<file path="src/rtl/lamp_fpu_sqrt_ctrl.sv">
// Issue/retire controller around the lampFPU sqrt core: classifies a bfloat16 operand, resolves specials locally,
// drives the core for finite operands and returns the packed result. Optional macro: LAMP_SQRT_CTRL_FTZ_EN.
module lamp_fpu_sqrt_ctrl #(
    parameter int          TIMEOUT_CYCLES = 64,
    parameter logic [15:0] QNAN_PATTERN   = 16'h7FC0
) (
    input  logic        clk,
    input  logic        rst,
    input  logic        req_valid_i,
    output logic        req_ready_o,
    input  logic [15:0] op_i,
    input  logic        inv_i,
    output logic        doSqrt_o,
    output logic        invSqrt_o,
    output logic        signum_op_o,
    output logic [7:0]  extExp_op_o,
    output logic [7:0]  extMant_op_o,
    output logic        isZero_op_o,
    output logic        isInf_op_o,
    output logic        isSNAN_op_o,
    output logic        isQNAN_op_o,
    input  logic        valid_i,
    input  logic        s_res_i,
    input  logic [7:0]  e_res_i,
    input  logic [6:0]  f_res_i,
    output logic        res_valid_o,
    input  logic        res_ready_i,
    output logic [15:0] res_o,
    output logic        invalid_o,
    output logic        divzero_o,
    output logic        timeout_o
);

`ifdef LAMP_SQRT_CTRL_FTZ_EN
    localparam bit FTZ = 1'b1;
`else
    localparam bit FTZ = 1'b0;
`endif

    localparam int CW = $clog2(TIMEOUT_CYCLES + 1);

    typedef enum logic [1:0] {IDLE, BUSY, DONE} state_t;

    state_t        state_reg, state_next;
    logic          inv_reg, inv_next;
    logic          sign_reg, sign_next;
    logic [7:0]    ext_exp_reg, ext_exp_next;
    logic [7:0]    ext_mant_reg, ext_mant_next;
    logic          is_zero_reg, is_zero_next;
    logic          is_inf_reg, is_inf_next;
    logic          is_snan_reg, is_snan_next;
    logic          is_qnan_reg, is_qnan_next;
    logic [15:0]   res_reg, res_next;
    logic          invalid_reg, invalid_next;
    logic          divzero_reg, divzero_next;
    logic          timeout_reg, timeout_next;
    logic [CW-1:0] count_reg, count_next;

    logic       sign_in;
    logic [7:0] exp_in;
    logic [6:0] frac_in;
    logic       nan_in, qnan_in, snan_in, inf_in, sub_in, zero_in;
    logic [15:0] core_word;

    assign sign_in = op_i[15];
    assign exp_in  = op_i[14:7];
    assign frac_in = op_i[6:0];
    assign nan_in  = (exp_in == 8'hFF) && (frac_in != 7'd0);
    assign qnan_in = nan_in && frac_in[6];
    assign snan_in = nan_in && !frac_in[6];
    assign inf_in  = (exp_in == 8'hFF) && (frac_in == 7'd0);
    assign sub_in  = (exp_in == 8'h00) && (frac_in != 7'd0);
    assign zero_in = ((exp_in == 8'h00) && (frac_in == 7'd0)) || (FTZ && sub_in);

    // Flush-to-zero of core results keeps only the sign when the exponent underflows to zero.
    assign core_word = (FTZ && (e_res_i == 8'h00)) ? {s_res_i, 15'd0} : {s_res_i, e_res_i, f_res_i};

    always_comb begin
        state_next    = state_reg;
        inv_next      = inv_reg;
        sign_next     = sign_reg;
        ext_exp_next  = ext_exp_reg;
        ext_mant_next = ext_mant_reg;
        is_zero_next  = is_zero_reg;
        is_inf_next   = is_inf_reg;
        is_snan_next  = is_snan_reg;
        is_qnan_next  = is_qnan_reg;
        res_next      = res_reg;
        invalid_next  = invalid_reg;
        divzero_next  = divzero_reg;
        timeout_next  = timeout_reg;
        count_next    = count_reg;

        case (state_reg)
            IDLE: begin
                if (req_valid_i) begin
                    inv_next      = inv_i;
                    sign_next     = sign_in;
                    ext_exp_next  = (sub_in && !FTZ) ? 8'h01 : exp_in;
                    ext_mant_next = {(exp_in != 8'h00), frac_in};
                    is_zero_next  = zero_in;
                    is_inf_next   = inf_in;
                    is_snan_next  = snan_in;
                    is_qnan_next  = qnan_in;
                    invalid_next  = 1'b0;
                    divzero_next  = 1'b0;
                    timeout_next  = 1'b0;
                    count_next    = '0;
                    state_next    = DONE;
                    if (snan_in) begin
                        res_next     = QNAN_PATTERN;
                        invalid_next = 1'b1;
                    end else if (qnan_in) begin
                        res_next = QNAN_PATTERN;
                    end else if (zero_in) begin
                        if (inv_i) begin
                            res_next     = 16'h7F80;
                            divzero_next = 1'b1;
                        end else begin
                            res_next = {sign_in, 15'd0};
                        end
                    end else if (sign_in) begin
                        res_next     = QNAN_PATTERN;
                        invalid_next = 1'b1;
                    end else if (inf_in) begin
                        res_next = inv_i ? 16'h0000 : 16'h7F80;
                    end else begin
                        state_next = BUSY;
                    end
                end
            end
            BUSY: begin
                // A core response on the limit cycle takes precedence over the timeout.
                if (valid_i) begin
                    res_next   = core_word;
                    state_next = DONE;
                end else if (count_reg == CW'(TIMEOUT_CYCLES - 1)) begin
                    res_next     = QNAN_PATTERN;
                    timeout_next = 1'b1;
                    invalid_next = 1'b1;
                    state_next   = DONE;
                end else begin
                    count_next = count_reg + CW'(1);
                end
            end
            DONE: begin
                if (res_ready_i) begin
                    invalid_next = 1'b0;
                    divzero_next = 1'b0;
                    timeout_next = 1'b0;
                    state_next   = IDLE;
                end
            end
            default: state_next = IDLE;
        endcase
    end

    always_ff @(posedge clk) begin
        if (rst) begin
            state_reg    <= IDLE;
            inv_reg      <= 1'b0;
            sign_reg     <= 1'b0;
            ext_exp_reg  <= 8'h00;
            ext_mant_reg <= 8'h00;
            is_zero_reg  <= 1'b0;
            is_inf_reg   <= 1'b0;
            is_snan_reg  <= 1'b0;
            is_qnan_reg  <= 1'b0;
            res_reg      <= 16'h0000;
            invalid_reg  <= 1'b0;
            divzero_reg  <= 1'b0;
            timeout_reg  <= 1'b0;
            count_reg    <= '0;
        end else begin
            state_reg    <= state_next;
            inv_reg      <= inv_next;
            sign_reg     <= sign_next;
            ext_exp_reg  <= ext_exp_next;
            ext_mant_reg <= ext_mant_next;
            is_zero_reg  <= is_zero_next;
            is_inf_reg   <= is_inf_next;
            is_snan_reg  <= is_snan_next;
            is_qnan_reg  <= is_qnan_next;
            res_reg      <= res_next;
            invalid_reg  <= invalid_next;
            divzero_reg  <= divzero_next;
            timeout_reg  <= timeout_next;
            count_reg    <= count_next;
        end
    end

    assign req_ready_o  = (state_reg == IDLE);
    assign doSqrt_o     = (state_reg == BUSY);
    assign res_valid_o  = (state_reg == DONE);
    assign invSqrt_o    = inv_reg;
    assign signum_op_o  = sign_reg;
    assign extExp_op_o  = ext_exp_reg;
    assign extMant_op_o = ext_mant_reg;
    assign isZero_op_o  = is_zero_reg;
    assign isInf_op_o   = is_inf_reg;
    assign isSNAN_op_o  = is_snan_reg;
    assign isQNAN_op_o  = is_qnan_reg;
    assign res_o        = res_reg;
    assign invalid_o    = invalid_reg;
    assign divzero_o    = divzero_reg;
    assign timeout_o    = timeout_reg;

endmodule

</file>
<file path="config.mk">
export PLATFORM = sky130hd
export DESIGN_NAME = lamp_fpu_sqrt_ctrl
export DESIGN_NICKNAME = d
export VERILOG_FILES = /design/src/rtl/lamp_fpu_sqrt_ctrl.sv
export SDC_FILE = /design/constraint.sdc
export NUM_CORES = 1
export LEC_CHECK = 0
export ABC_CLOCK_PERIOD_IN_PS = 2350
export BUFFER_PORTS_ARGS = -buffer_cell sky130_fd_sc_hd__buf_4
export CAP_MARGIN = 20
export CORE_ASPECT_RATIO = 0.75
export CORE_MARGIN = 1.5
export CORE_UTILIZATION = 45
export DETAILED_ROUTE_END_ITERATION = 8
export PLACE_DENSITY = 0.78
export SYNTH_ARGS = -nofsm -noshare
export SYNTH_HDL_FRONTEND = slang
export SYNTH_SLANG_ARGS = --single-unit
</file>
<file path="constraint.sdc">
create_clock -name clk -period 2.35 [get_ports clk]
set_clock_uncertainty 0.1 [all_clocks]
set_input_delay 0.47 -clock clk [delete_from_list [all_inputs] [get_ports clk]]
set_output_delay 0.47 -clock clk [all_outputs]
set_load 0.1 [all_outputs]
</file>
==> run_results.csv <==
group,metric,value,unit
route,detail_route.iter0.violations,130,
setup_path,crit_end,"doSqrt_o",
placed_design,placedCellCount,409,
clocking,cts_hold_buf,0,
timing,period_share,94.9,%
route,wl_per_cell,14.7,µm
setup_path,critPathMaxStageDelay,0.37,ns
floorplanning,die_w,85.9,µm
setup_path,cp.required,1.78,ns
route,drt_first_pass_iters,4,
synth,synth-edff-count,0,
setup_path,crit_path_frequent_cell,"buf_4",
route,vias,2276,
setup_path,r2r_cells,7,
timing,tightest_slew,0.748,ns
floorplanning,start_util,47.1,%
route,finalWirelength,6.12,mm
route,ant_nets,0,
setup_path,cp.depth,4,
timing,slew_viol_final,0,
setup_path,end_kind,"output pin",
synth,synth_area_leaders,"dfxtp_1, nand2_1, a21oi_1, o2bb2ai_1, o21bai_1",
clocking,htreeDepth,2,
timing,period_needed,2.23,ns
clocking,clk_path_buf_depth,2,
synth,synthArstFlopShare,0,%
layout,largest_reg_flops,16,
setup_path,crit_start,"state_reg[1]",
layout,syn2layout_area_growth,37.3,%
pwr,powerDensity,1020,mW/mm²
job,drv_cap,0,
layout,stdcell_area,0.00319,mm²
global_route,grt_first_pass_wirelength,10.0,mm
synth,ys_ff_latch,50,
min_path,whs_path_depth,3,
synth,syn_inst,271,
route,drc_errors,0,
global_route,antenna_found_initial,0,
timing,setup_viol,0,
global_route,grt_pass1_vias,2111,
floorplanning,core_region_area,0.00493,mm²
setup_path,cpMaxStageDelayCell,"ha_2",
setup_path,cp_max_fo,14,
status,status,"complete, no violations",
layout,drive_gt1_share,32.8,%
setup_path,cp_num_buf_inv,3,
timing,max_clock_freq,0.449,GHz
layout,final_cell_mix,"buf_4, dfxtp_1, nand2_1",
timing,relSlewSlack,49.8,%
placed_design,portBuffers,81,
placed_design,dp_hpwl,4.47,mm
floorplanning,die_h,65.2,µm
synth,synth_seq_area_share,43.1,%
setup_path,start_kind,"register",
layout,finalNonFillerCells,417,
setup_path,r2r_slack,0.15,ns
clocking,ctsRootBufferMaster,"clkbuf_8",
global_route,grt_overflow_total,0,
layout,n_antenna_cell,0,
clocking,path_clk_slew,0.10,ns
timing,rsz0062_at_grt,"false",
floorplanning,io_pins,82,
setup_path,rr_endpoint,"count_reg[4]",
synth,synthFlopType,"dfxtp_1",
setup_path,cp.arrival,1.66,ns
min_path,hold_class,"in2reg",
setup_path,r2r_start,"state_reg[1]",
layout,final_common_cell,"buf_4",
clocking,numCtsBuffers,5,
layout,fill_cells,446,
setup_path,critPathTopFamily,"buffers and inverters",
synth,syn_area_per_cell,8.56,µm²
layout,nets,398,
synth,synth_warnings,0,
setup_path,cp_cell_sequence,"inv_1, ha_2, buf_4, buf_4",
global_route,grt_usage,22.4,%
synth,synth_area,0.00232,mm²
global_route,grt_start_max_net_pins,48,
pwr,peakVddDrop,0.556,mV
timing,hold_viol,0,
pwr,leakage,1.30,nW
clocking,cts_tree,"yes",
floorplanning,dieArea,0.00560,mm²
synth,ys_types,47,
placed_design,place_area,0.00304,mm²
setup_path,timing_worst_setup_path_type,"reg2out",
clocking,cts.sinks,50,
route,avgViaCountPerCell,5.46,
clocking,clk_latency,0.30,ns
synth,yosys.area.top_type_share,43.1,%
synth,yosysTopAreaCell,"dfxtp_1",
synth,syn_nets,313,
placed_design,gp_congestion,0.832,
floorplanning,rows,22,
## worst min-delay path: cells and delay by family
| kind | cells | cell delay (ns) |
|---|---|---|
| AOI/OAI and AO/OA | 1 | 0.05 |
| and+or+nand+nor | 1 | 0.05 |
| buffers and inverters | 1 | 0.12 |
## cells by family (layout without fill, tap and decap cells)
family	after synthesis	count (layout)	synth area share, %
adder cells (fa/ha/maj)	4	4	2.16
flip-flops	50	50	43.1
AND/OR/NAND/NOR	101	101	21.4
multiplexers	3	3	1.40
XOR/XNOR	4	4	1.51
AO/OA/AOI/OAI	84	84	25.2
buffers and inverters	25	111	5.17
## power breakdown
group	switching (mW)	internal, mW	leakage (nW)
Clock	0.285	0.454	0.0714
Combinational	1.12	0.385	0.823
Sequential	0.0553	0.942	0.408
## synthesized netlist by cell type, types with 2 or more instances
cell / n
a211oi_1: 7
a21oi_1: 33
a311oi_1: 3
and2_1: 4
and3_1: 6
buf_6: 2
clkbuf_1: 13
dfxtp_1: 50
ha_1: 4
inv_1: 7
mux2_2: 2
nand2_1: 48
nand3_1: 10
nand4_1: 3
nand4b_1: 2
nor2_1: 14
nor3_1: 4
nor4_1: 2
o21a_1: 3
o21ai_0: 11
o21bai_1: 8
o2bb2ai_1: 7
xnor2_1: 4
## worst min-delay path by stage
stage / start / to / slack, ns
global placement: count_reg[6] / count_reg[6] / 0.31
detailed placement: count_reg[6] / count_reg[6] / 0.31
CTS: op_i[5] / extMant_op_o[5] / 0.31
floorplan: count_reg[6] / count_reg[6] / 0.30
finish: op_i[5] / extMant_op_o[5] / 0.31
global route: op_i[9] / extExp_op_o[2] / 0.31
## final cells by class
cell class,count,area (µm²),share of cell area [%]
Inverter,7,26.3,0.824
Sequential cell,50,1000,31.4
Tap cell,60,75.1,2.36
Multi-Input combinational cell,196,1220,38.3
Clock inverter,2,60.1,1.88
Timing Repair Buffer,96,721,22.6
Clock buffer,6,82.6,2.59
## per-layer routing
metal	part of all wire, %	track usage [%]
met1	48	31.3
met2	45	34.9
met3	5.2	4.90
met4	1.0	6.25
met5	0	0
## through the flow
stage | utilization [%] | worst slack (ns) | total power [mW] | hold slack, ns | TNS (ns)
after floorplan | - | 0.00564 | 2.18 | 0.303 | 0
after global placement | 61.7 | 0.0403 | 2.49 | 0.314 | 0
after detailed placement | 61.7 | -0.0385 | 2.51 | 0.313 | -0.199
after CTS | 64.6 | 0.0552 | 3.24 | 0.313 | 0
after global routing | 64.7 | 0.0475 | 3.37 | 0.312 | 0
final | 64.7 | 0.121 | 3.24 | 0.310 | 0
## what timing repair did
item | CTS | global route
setup buffers | 0 | 0
setup endpoints to repair | 0 | 1
gates resized for setup | 0 | 2
(Power assumes the default switching activity.)
